$ cat src/rtl/door_ctrl.sv
// Elevator car door controller: four-state open/close FSM with a travel-position
// counter, dwell-timer handshake and obstruction reversal.
module door_ctrl #(
    parameter logic [27:0] TRAVEL_CYC = 28'd50_000_000
) (
    input  logic       clk_50M,
    input  logic       rst_n,
    input  logic       at_floor,
    input  logic       open_req,
    input  logic       close_req,
    input  logic       obstruct,
    input  logic       delay_3s_done,
    output logic       delay_en,
    output logic       motor_open,
    output logic       motor_close,
    output logic       door_closed,
    output logic [1:0] door_state
);

    typedef enum logic [1:0] {
        StClosed  = 2'b00,
        StOpening = 2'b01,
        StOpen    = 2'b10,
        StClosing = 2'b11
    } state_t;

    state_t      r_state;
    state_t      w_state_d;
    logic [27:0] r_pos;
    logic [27:0] w_pos_d;
    logic        w_reopen;

    // Either a blocked edge or a fresh call keeps or drives the door open.
    assign w_reopen = obstruct | open_req;

    always_ff @(posedge clk_50M or negedge rst_n) begin
        if (!rst_n) begin
            r_state <= StClosed;
            r_pos   <= 28'd0;
        end else begin
            r_state <= w_state_d;
            r_pos   <= w_pos_d;
        end
    end

    always_comb begin
        w_state_d = r_state;
        w_pos_d   = r_pos;
        case (r_state)
            StClosed: begin
                w_pos_d = 28'd0;
                if (at_floor && open_req) begin
                    w_state_d = StOpening;
                end
            end
            StOpening: begin
                // Saturating compare keeps pos within 0..TRAVEL_CYC.
                if (r_pos >= TRAVEL_CYC - 28'd1) begin
                    w_state_d = StOpen;
                    w_pos_d   = TRAVEL_CYC;
                end else begin
                    w_pos_d = r_pos + 28'd1;
                end
            end
            StOpen: begin
                if (!w_reopen && (delay_3s_done || close_req)) begin
                    w_state_d = StClosing;
                end
            end
            StClosing: begin
                if (w_reopen) begin
                    w_state_d = StOpening;
                end else if (r_pos <= 28'd1) begin
                    w_state_d = StClosed;
                    w_pos_d   = 28'd0;
                end else begin
                    w_pos_d = r_pos - 28'd1;
                end
            end
            default: begin
                w_state_d = StClosed;
                w_pos_d   = 28'd0;
            end
        endcase
    end

    assign motor_open  = (r_state == StOpening);
    assign motor_close = (r_state == StClosing);
    assign door_closed = (r_state == StClosed);
    assign door_state  = r_state;
    assign delay_en    = (r_state == StOpen) & ~obstruct & ~open_req;

endmodule

$ cat config.mk
export PLATFORM = sky130hd
export DESIGN_NAME = door_ctrl
export DESIGN_NICKNAME = d
export VERILOG_FILES = /design/src/rtl/door_ctrl.sv
export SDC_FILE = /design/constraint.sdc
export NUM_CORES = 1
export LEC_CHECK = 0
export BUFFER_PORTS_ARGS = -buffer_cell sky130_fd_sc_hd__clkbuf_2
export CAP_MARGIN = 30
export CORE_AREA = 4 4 75 77
export DETAILED_ROUTE_END_ITERATION = 7
export DIE_AREA = 0 0 79 81
export PLACE_DENSITY = 0.74
export SYNTH_ARGS = -nofsm -noshare
export SYNTH_HDL_FRONTEND = slang
export SYNTH_SLANG_ARGS = --single-unit
$ cat constraint.sdc
create_clock -name clk_50M -period 2.5 [get_ports clk_50M]
set_input_delay 0.5 -clock clk_50M [delete_from_list [all_inputs] [get_ports clk_50M]]
set_output_delay 0.5 -clock clk_50M [all_outputs]
set_load 0.005 [all_outputs]
Word-level counts from Yosys, hierarchy flattened
Index checks and enable logic that the tools add are counted.
W data, S select, Z words.
- add/subtract/negate cells: 2
- order comparisons: 2
- equality and inequality tests: 8
- muxes and demuxes: 10
- bitwise operators: 5
- reduce and logical (&&, ||, !) cells: 8
- operators by type and width (cell ; count):
    $mux W28 ; 3
    $pmux W28 S3 ; 1
    $add A28 B1 Y28 const B ; 1
    $ge A28 B26 Y1 const B ; 1
    $le A28 B1 Y1 const B ; 1
    $sub A28 B1 Y28 const B ; 1
    $mux W2 ; 5
    $pmux W2 S4 ; 1
    $eq A2 B2 Y1 const B ; 2
    $ne A2 B1 Y1 const B ; 2
    $ne A2 B2 Y1 const B ; 2
    $reduce_and A4 Y1 ; 1
    $ne A3 B1 Y1 const B ; 1
    $reduce_bool A3 Y1 ; 1
    $and A1 B1 Y1 ; 2
    $eq A2 B1 Y1 const B ; 1
    $logic_and A1 B1 Y1 ; 2
    $logic_not A2 Y1 ; 1
    $not A1 Y1 ; 2
    $reduce_and A2 Y1 ; 1
    $logic_not A1 Y1 ; 1
    $logic_or A1 B1 Y1 ; 1
    $or A1 B1 Y1 ; 1
- register bits after elaboration: 30
- output and inout port bits: 6
- word-level logic and storage cells: 37

Logic depth before layout (Yosys ltp)
Gate-level depths: netlist of run 1.
- depth after elaboration: 5
- mapped depth: 9

Worst setup path after synthesis of run 1
OpenSTA, ideal clock, no wires.
- kind: register to register
- start point: register r_pos[14]
- end point: register r_pos[2]
- setup time: 0.121 ns
- arrival time: 2.254 ns
- data required time: 2.379 ns
- slack: 0.125 ns
- cell stages (with the launch flop): 8
- buffers on the path: 1
- period minus slack after synthesis: 2.375 ns
- path through: dfrtp_1 or4_1 buf_2 or3_4 nor4_4 nor2_1 a22o_1 a22o_1
- word-level cells in the longest chain between the ends: 4
- ends and longest elaborated chain (what ; RTL line ; RTL):
    start: declaration ; 29 ; logic [27:0] r_pos;
    start signal: assignment ; 42 ; r_pos <= w_pos_d;
    $le A28 B1 Y1 ; 73 ; end else if (r_pos <= 28'd1) begin
    $mux W28 ; 73 ;
    $mux W28 ; 71 ; if (w_reopen) begin
    $pmux W28 S3 * ; 49 ; case (r_state)
Every way passes the cells marked *; elsewhere a longest branch is shown, timed or not. The select of a mux whose other input is x is not followed.
A chain may end at the register's enable or synchronous reset.

Worst setup path after layout of run 1
- start point: register r_pos[22]
- end point: register r_pos[3]
The elaborated chain is that of the path after synthesis.

==> results.rst, run 1 <==
.. list-table::
   :header-rows: 1

   * - Metric
     - Value
   * - Synth Net Count
     - 349
   * - Post-layout minimum cycle time
     - 2403 ps
   * - Most instantiated flip-flop cell in the synthesis netlist
     - sky130_fd_sc_hd__dfrtp_1
   * - Share of synthesized registers carrying an async set or reset
     - 100.0%
   * - Final setup violation count
     - 0
   * - Top cell type by total area after synthesis
     - sky130_fd_sc_hd__dfrtp_1
   * - Global-route usage over all layers
     - 27.52%
   * - Clock-pin transition on the worst setup and hold timing paths
     - 70 ps
   * - Power per cell area
     - 279.1 nW/um2
   * - Worst-path maximum fanout
     - 4
   * - Most used standard cells in the synthesized netlist
     - sky130_fd_sc_hd__dfrtp_1, sky130_fd_sc_hd__nand3_1, sky130_fd_sc_hd__o21ai_0
   * - Count of unique library cells instantiated by Yosys
     - 69
   * - Clock buffer count from CTS
     - 5
   * - WP data required
     - 2680 ps
   * - Cells after DPL
     - 432
   * - Detailed placement HPWL
     - 6.150 mm
   * - Longest individual stage delay on the worst path
     - 570 ps
   * - Classification of the worst-slack hold path
     - in2async
   * - Antenna violations before repair
     - 0
   * - Via count of the first global-routing pass
     - 2742
   * - CTS tree
     - done
   * - Maximum resistive drop on vdd
     - 279.6 uV
   * - Antenna violation net count after detailed routing
     - 0
   * - # IOs
     - 13
   * - Synth Register Bits
     - 30
   * - Synthesized area
     - 2680 um2
   * - Critical-path top delay cell
     - sky130_fd_sc_hd__or4_4
   * - Ordered cell list for the critical path
     - or4_4 -> or3_4 -> nor4_4 -> buf_4 -> nor3_2 -> a2bb2o_1 -> o22a_1
   * - Skew-Pair Late Insertion Delay
     - 290 ps
   * - Ratio of cells with drive above 1 in the final layout
     - 21.89%
   * - Final cycle utilization of the critical path
     - 96.11%
   * - H-Tree Level Count
     - 2
   * - Number of synthesized flops with an enable pin
     - 0
   * - Largest net degree at the start of global routing
     - 31
   * - Proportion of synthesized chip area in sequential cells
     - 28.01%
   * - Final total negative setup slack
     - 0 ps
   * - Avg Inst Size Synth
     - 8.000 um2
   * - Count of TritonRoute iterations in the first routing pass
     - 5
   * - Crit Path Class
     - reg2reg
   * - Number of vias after detailed routing
     - 2984
   * - Floorplan die height
     - 81 um
   * - Port Buffer Count
     - 12
   * - Design Power
     - 0.8764 mW
   * - Highest attainable clock frequency
     - 0.4162 GHz
   * - Maximum clock path buffer count
     - 2
   * - Number of hold buffers added after cts
     - 0
   * - Post-synth top area share
     - 28.01%
   * - Endpoint arrival time on the critical path
     - 2580 ps
   * - CP endpoint kind
     - flip-flop
   * - Count of pins over their slew limit
     - 0
   * - Root buffer selected by CTS
     - sky130_fd_sc_hd__clkbuf_8
   * - Cell types with the largest area share after synthesis
     - sky130_fd_sc_hd__dfrtp_1, sky130_fd_sc_hd__nand3_1, sky130_fd_sc_hd__o21ai_0
   * - Post-synthesis instance total
     - 335
   * - Last weighted congestion value of the routability-driven placer
     - 1.061
   * - Reg-to-Reg Start
     - r_pos[22]
   * - Fin util
     - 62.69%
   * - Category of the worst setup path launch point
     - flip-flop
   * - Slew of the pin with the lowest slew margin
     - 814.6 ps
   * - Antenna cells
     - 0
   * - Number of placement rows
     - 26
   * - DRC violations left
     - 0
   * - Count of routing violations after the opening detailed-route iteration
     - 426
   * - Via count normalized by instance count
     - 6.782
   * - Source of the critical timing path
     - r_pos[22]
   * - Total global routing overflow
     - 0
   * - Worst slew slack as a fraction of its limit
     - 45.70%
   * - Die Span X
     - 79 um
   * - Overall die area
     - 6399 um2
   * - Number of nets at the end of the flow
     - 384
   * - Clk sink count
     - 30
   * - Initial standard-cell utilization of the core
     - 53.50%
   * - Max-Cap Viols
     - 0
   * - Filler cell count
     - 455
   * - Wire length of the first global-routing pass
     - 13.73 mm
   * - Warning count from the yosys run
     - 0
   * - Unrepaired setup endpoints after global routing
     - yes
   * - Growth of design area from synthesis to finish
     - 17.18%
   * - Run status
     - completed
   * - Routed len/inst
     - 19.20 um
   * - Number of hold violations in the final report
     - 0
   * - Cell area reported after detailed placement
     - 3039 um2
   * - Final std cell area, no fill
     - 3141 um2
   * - Dominant cell by count in the synthesized netlist
     - sky130_fd_sc_hd__dfrtp_1
   * - Core region area
     - 5010 um2
   * - Setup Skew
     - 9.363 ps
   * - Leakage power of the design
     - 1.302 nW
   * - Non-filler cells in the finished layout
     - 440
   * - Total detailed-routing wirelength
     - 8.448 mm
worst paths after layout:
check	to	slack, ps	cells past startpoint
min reg2reg	r_pos[27]	500	1
max	r_pos[3]	100	7
min	r_pos[22]	300	1
max reg2reg	r_pos[3]	100	7
min in group clk_50M	r_pos[27]	500	1
max in group asynchronous	door_state[1]	1690	1
cells in the final DEF (no fill, tap or decap), types with 3 or more instances in the layout:
cell                       Yosys  layout
sky130_fd_sc_hd__a21oi_1       8       8
sky130_fd_sc_hd__and2_1        5       5
sky130_fd_sc_hd__and3_1       13      13
sky130_fd_sc_hd__and4_1        3       3
sky130_fd_sc_hd__buf_4         0      42
sky130_fd_sc_hd__clkbuf_2      0      12
sky130_fd_sc_hd__clkbuf_8      0       5
sky130_fd_sc_hd__dfrtp_1      30      30
sky130_fd_sc_hd__ha_1          7       7
sky130_fd_sc_hd__inv_1         9       9
sky130_fd_sc_hd__nand2_1      21      21
sky130_fd_sc_hd__nand2b_1      3       3
sky130_fd_sc_hd__nand3_1      28      28
sky130_fd_sc_hd__nand4_1       8       8
sky130_fd_sc_hd__nor2_1       21      21
sky130_fd_sc_hd__nor3_1       14      13
sky130_fd_sc_hd__nor4_1        8       7
sky130_fd_sc_hd__o211ai_1      8       8
sky130_fd_sc_hd__o21ai_0      23      23
sky130_fd_sc_hd__o221ai_1      5       5
sky130_fd_sc_hd__o22a_1        3       3
sky130_fd_sc_hd__o22ai_1       4       4
sky130_fd_sc_hd__o311ai_0      7       7
sky130_fd_sc_hd__o31ai_1       3       3
sky130_fd_sc_hd__or2_2         3       3
sky130_fd_sc_hd__or3_1         5       5
sky130_fd_sc_hd__or4_1         8       7
sky130_fd_sc_hd__xnor2_1       9       9
worst max-delay path: cells and delay by family (launching register included):
family | cells | cell delay, ps
flip-flops | 1 | 380
buffers and inverters | 1 | 180
AO/OA/AOI/OAI | 2 | 450
AND/OR/NAND/NOR | 4 | 1290
through the flow:
step                setup slack (ps)  hold WS (ps)
floorplan                      125.2         204.4
global placement               110.8         498.6
detailed placement             83.17         496.3
CTS                            66.48         318.1
global route                  -14.49         354.1
finish                         97.20         298.0
state kept, by name, summed over array words and instances, names as in the netlist:
name and count:
r_pos 28, door_state 2
cell families (layout without fill, tap and decap cells):
kind of cell / count (synthesis) / count (layout) / share of synthesized area (%)
AO/OA/AOI/OAI: 94 / 94 / 25.26
XOR/XNOR: 11 / 11 / 3.595
adder cells (fa/ha/maj): 7 / 7 / 3.268
buffers and inverters: 36 / 71 / 5.602
flip-flops: 30 / 30 / 28.01
multiplexers: 3 / 3 / 1.214
AND/OR/NAND/NOR: 154 / 154 / 33.05
metal layers:
metal | global-route usage [%] | share of wire, %
met1 | 36.51 | 41
met2 | 44.19 | 47
met3 | 5.100 | 9.9
met4 | 11.34 | 2.7
met5 | 0 | 0
timing repair:
action                                  4_1_cts  5_1_grt
gates resized for setup                       0        3
setup buffers                                 0        1
endpoints found under the setup margin        0       10
report_power, final:
group          switching [mW]  internal (mW)  total [mW]
Combinational          0.0123        0.00403      0.0164
Clock                   0.188          0.186       0.375
Sequential                  0          0.485       0.485
Total                   0.201          0.676       0.876
area by class of cell:
class | instances | area [um2] | share of cell area, %
clock buffer | 5 | 68.82 | 2.191
clock inverter | 2 | 10.01 | 0.3187
multi-input combinational | 269 | 1794 | 57.13
inverter | 9 | 33.78 | 1.076
timing repair buffer | 55 | 395.4 | 12.59
sequential | 30 | 750.7 | 23.90
tap | 70 | 87.58 | 2.789
(Power assumes the default switching activity.)
==> inputs of run 2 (changes only) <==
--- a/config.mk
+++ b/config.mk
@@ -7,10 +7,12 @@
 export LEC_CHECK = 0
 export BUFFER_PORTS_ARGS = -buffer_cell sky130_fd_sc_hd__clkbuf_2
 export CAP_MARGIN = 30
-export CORE_AREA = 4 4 75 77
+export CORE_AREA = 4 4 79 81
+export CTS_BUF_LIST = sky130_fd_sc_hd__clkbuf_4 sky130_fd_sc_hd__clkbuf_8
 export DETAILED_ROUTE_END_ITERATION = 7
-export DIE_AREA = 0 0 79 81
-export PLACE_DENSITY = 0.74
+export DIE_AREA = 0 0 83 85
+export PLACE_DENSITY = 0.68
+export SLEW_MARGIN = 20
 export SYNTH_ARGS = -nofsm -noshare
 export SYNTH_HDL_FRONTEND = slang
 export SYNTH_SLANG_ARGS = --single-unit
==> run 2 against run 1 <==
Effect of this change: final area grew 1.3%; critical path depth is the same; non-clock buffer count shrank 1; combinational power is essentially flat; sequential power is essentially flat; wire length shrank 1.5%; worst hold slack lost 0.60 ps; die area grew 10%; flip-flop and latch count is the same; final cell count grew 0.45%; critical path type unchanged.
==> results.rst, run 2 (synthesis gave the netlist of run 1 again) <==
.. list-table::
   :header-rows: 1

   * - Metric
     - Value
   * - Run status
     - completed
   * - Last weighted congestion value of the routability-driven placer
     - 0.9466
   * - Count of routing violations after the opening detailed-route iteration
     - 354
   * - Clock-pin transition on the worst setup and hold timing paths
     - 80 ps
   * - Total global routing overflow
     - 0
   * - Filler cell count
     - 543
   * - Source of the critical timing path
     - r_pos[11]
   * - Via count of the first global-routing pass
     - 2814
   * - Final-layout worst hold slack
     - 297.4 ps
   * - Number of vias after detailed routing
     - 2973
   * - Slew of the pin with the lowest slew margin
     - 835.5 ps
   * - Leakage power of the design
     - 1.305 nW
   * - Number of nets at the end of the flow
     - 383
   * - Die Span X
     - 83 um
   * - Via count normalized by instance count
     - 6.726
   * - Root buffer selected by CTS
     - sky130_fd_sc_hd__clkbuf_8
   * - Fin util
     - 58.12%
   * - Count of pins over their slew limit
     - 0
   * - Max-Cap Viols
     - 0
   * - Wire length of the first global-routing pass
     - 14.05 mm
   * - Final cycle utilization of the critical path
     - 97.44%
   * - Maximum resistive drop on vdd
     - 184.0 uV
   * - Longest individual stage delay on the worst path
     - 600 ps
   * - Worst slew slack as a fraction of its limit
     - 44.30%
   * - CTS tree
     - done
   * - Reg-to-Reg Start
     - r_pos[11]
   * - Largest net degree at the start of global routing
     - 31
   * - Port Buffer Count
     - 12
   * - Design Power
     - 0.9365 mW
   * - WP data required
     - 2670 ps
   * - Number of buffers and inverters on the critical path
     - 1
   * - CP endpoint kind
     - flip-flop
   * - Final std cell area, no fill
     - 3181 um2
   * - Clock buffer count from CTS
     - 5
   * - Growth of design area from synthesis to finish
     - 18.67%
   * - Ordered cell list for the critical path
     - or4_4 -> or3_4 -> nor4_4 -> buf_4 -> nor3_4 -> a2bb2o_1 -> o22a_1
   * - Total detailed-routing wirelength
     - 8.321 mm
   * - Detailed placement HPWL
     - 5.955 mm
   * - # IOs
     - 13
   * - Initial standard-cell utilization of the core
     - 48.97%
   * - Antenna violations before repair
     - 0
   * - Critical-path top delay cell
     - sky130_fd_sc_hd__or4_4
   * - Maximum clock path buffer count
     - 2
   * - Post-layout minimum cycle time
     - 2436 ps
   * - Floorplan die height
     - 85 um
   * - Number of hold violations in the final report
     - 0
   * - Classification of the worst-slack hold path
     - in2async
   * - Setup Skew
     - 9.312 ps
   * - Endpoint arrival time on the critical path
     - 2610 ps
   * - Most common cell after layout, fill and taps aside
     - sky130_fd_sc_hd__buf_4
   * - Clk sink count
     - 30
   * - Overall die area
     - 7055 um2
   * - Top cell family by delay on the critical path
     - simple AND/OR/NAND/NOR gates
   * - Antenna violation net count after detailed routing
     - 0
   * - Category of the worst setup path launch point
     - flip-flop
   * - Max reg flops
     - 28
   * - Routed len/inst
     - 18.83 um
   * - Ratio of cells with drive above 1 in the final layout
     - 23.24%
   * - Number of placement rows
     - 27
   * - Core region area
     - 5473 um2
   * - Skew-Pair Late Insertion Delay
     - 290 ps
   * - Global-route usage over all layers
     - 24.18%
   * - Power per cell area
     - 294.5 nW/um2
   * - Register containing the most flip-flops in the final layout
     - r_pos
   * - Most used cells in the layout excluding fill and tap cells
     - sky130_fd_sc_hd__buf_4, sky130_fd_sc_hd__dfrtp_1, sky130_fd_sc_hd__nand3_1, sky130_fd_sc_hd__nand2_1, sky130_fd_sc_hd__o21ai_0
   * - Antenna cells
     - 0
   * - Count of TritonRoute iterations in the first routing pass
     - 6
   * - H-Tree Level Count
     - 2
   * - Highest attainable clock frequency
     - 0.4105 GHz
   * - Cell area reported after detailed placement
     - 3034 um2
   * - Worst-path maximum fanout
     - 8
   * - Final setup violation count
     - 0
   * - DRC violations left
     - 0
   * - Crit Path Class
     - reg2reg
run 2: worst paths after layout:
kind | slack [ps] | endpoint | cells past startpoint
setup / recovery | 60 | r_pos[3] | 7
hold / removal | 300 | r_pos[21] | 1
setup reg to reg | 60 | r_pos[3] | 7
hold reg to reg | 510 | r_pos[27] | 1
max in group asynchronous | 1670 | r_pos[3] | 1
min in group clk_50M | 510 | r_pos[27] | 1
run 2: what timing repair did:
| item | CTS | global route |
|---|---|---|
| setup endpoints to repair | 8 | 14 |
| endpoints found under the hold margin | 0 | 0 |
| gates resized for setup | 2 | 9 |
| setup buffers | 0 | 1 |
| hold buffers | 0 | 0 |
| pin swaps | 1 | 1 |
run 2: layout make-up:
type	instances	area [um2]	area share (%)
Tap cell	72	90.09	2.832
Sequential cell	30	750.7	23.60
Clock buffer	7	90.09	2.832
Multi-Input combinational cell	269	1823	57.32
Timing Repair Buffer	54	387.9	12.20
Clock inverter	1	5.005	0.1574
Inverter	9	33.78	1.062
run 2: routing by layer:
layer / GRT usage, % / vias to the layer above / wire length, um
li1: - / 1364 / -
met3: 4.175 / 26 / 689
met5: 0 / - / 0
met1: 31.66 / 1427 / 3551
met4: 8.024 / 0 / 223
met2: 40.52 / 156 / 3858
run 2: worst reg2reg max path: stages, from the launching register on:
cell and delay (ps):
sky130_fd_sc_hd__dfrtp_1 380, sky130_fd_sc_hd__or4_4 600, sky130_fd_sc_hd__or3_4 390, sky130_fd_sc_hd__nor4_4 250, sky130_fd_sc_hd__buf_4 190, sky130_fd_sc_hd__nor3_4 60
sky130_fd_sc_hd__a2bb2o_1 260, sky130_fd_sc_hd__o22a_1 190
run 2: where the power goes:
part	total, mW	internal (mW)	switching [mW]
Sequential	0.485	0.485	0
Clock	0.435	0.233	0.202
Combinational	0.0167	0.00403	0.0127
Total	0.937	0.722	0.214
run 2: stage by stage:
| step | setup slack, ps | TNS, ps | instances |
|---|---|---|---|
| detailed placement | -133.7 | -636.9 | 433 |
| global route | -0.8640 | -0.8640 | 442 |
| global placement | -97.72 | -366.0 | 433 |
| finish | 63.95 | 0 | 442 |
| floorplan | 125.2 | 0 | 335 |
| CTS | 36.96 | 0 | 441 |
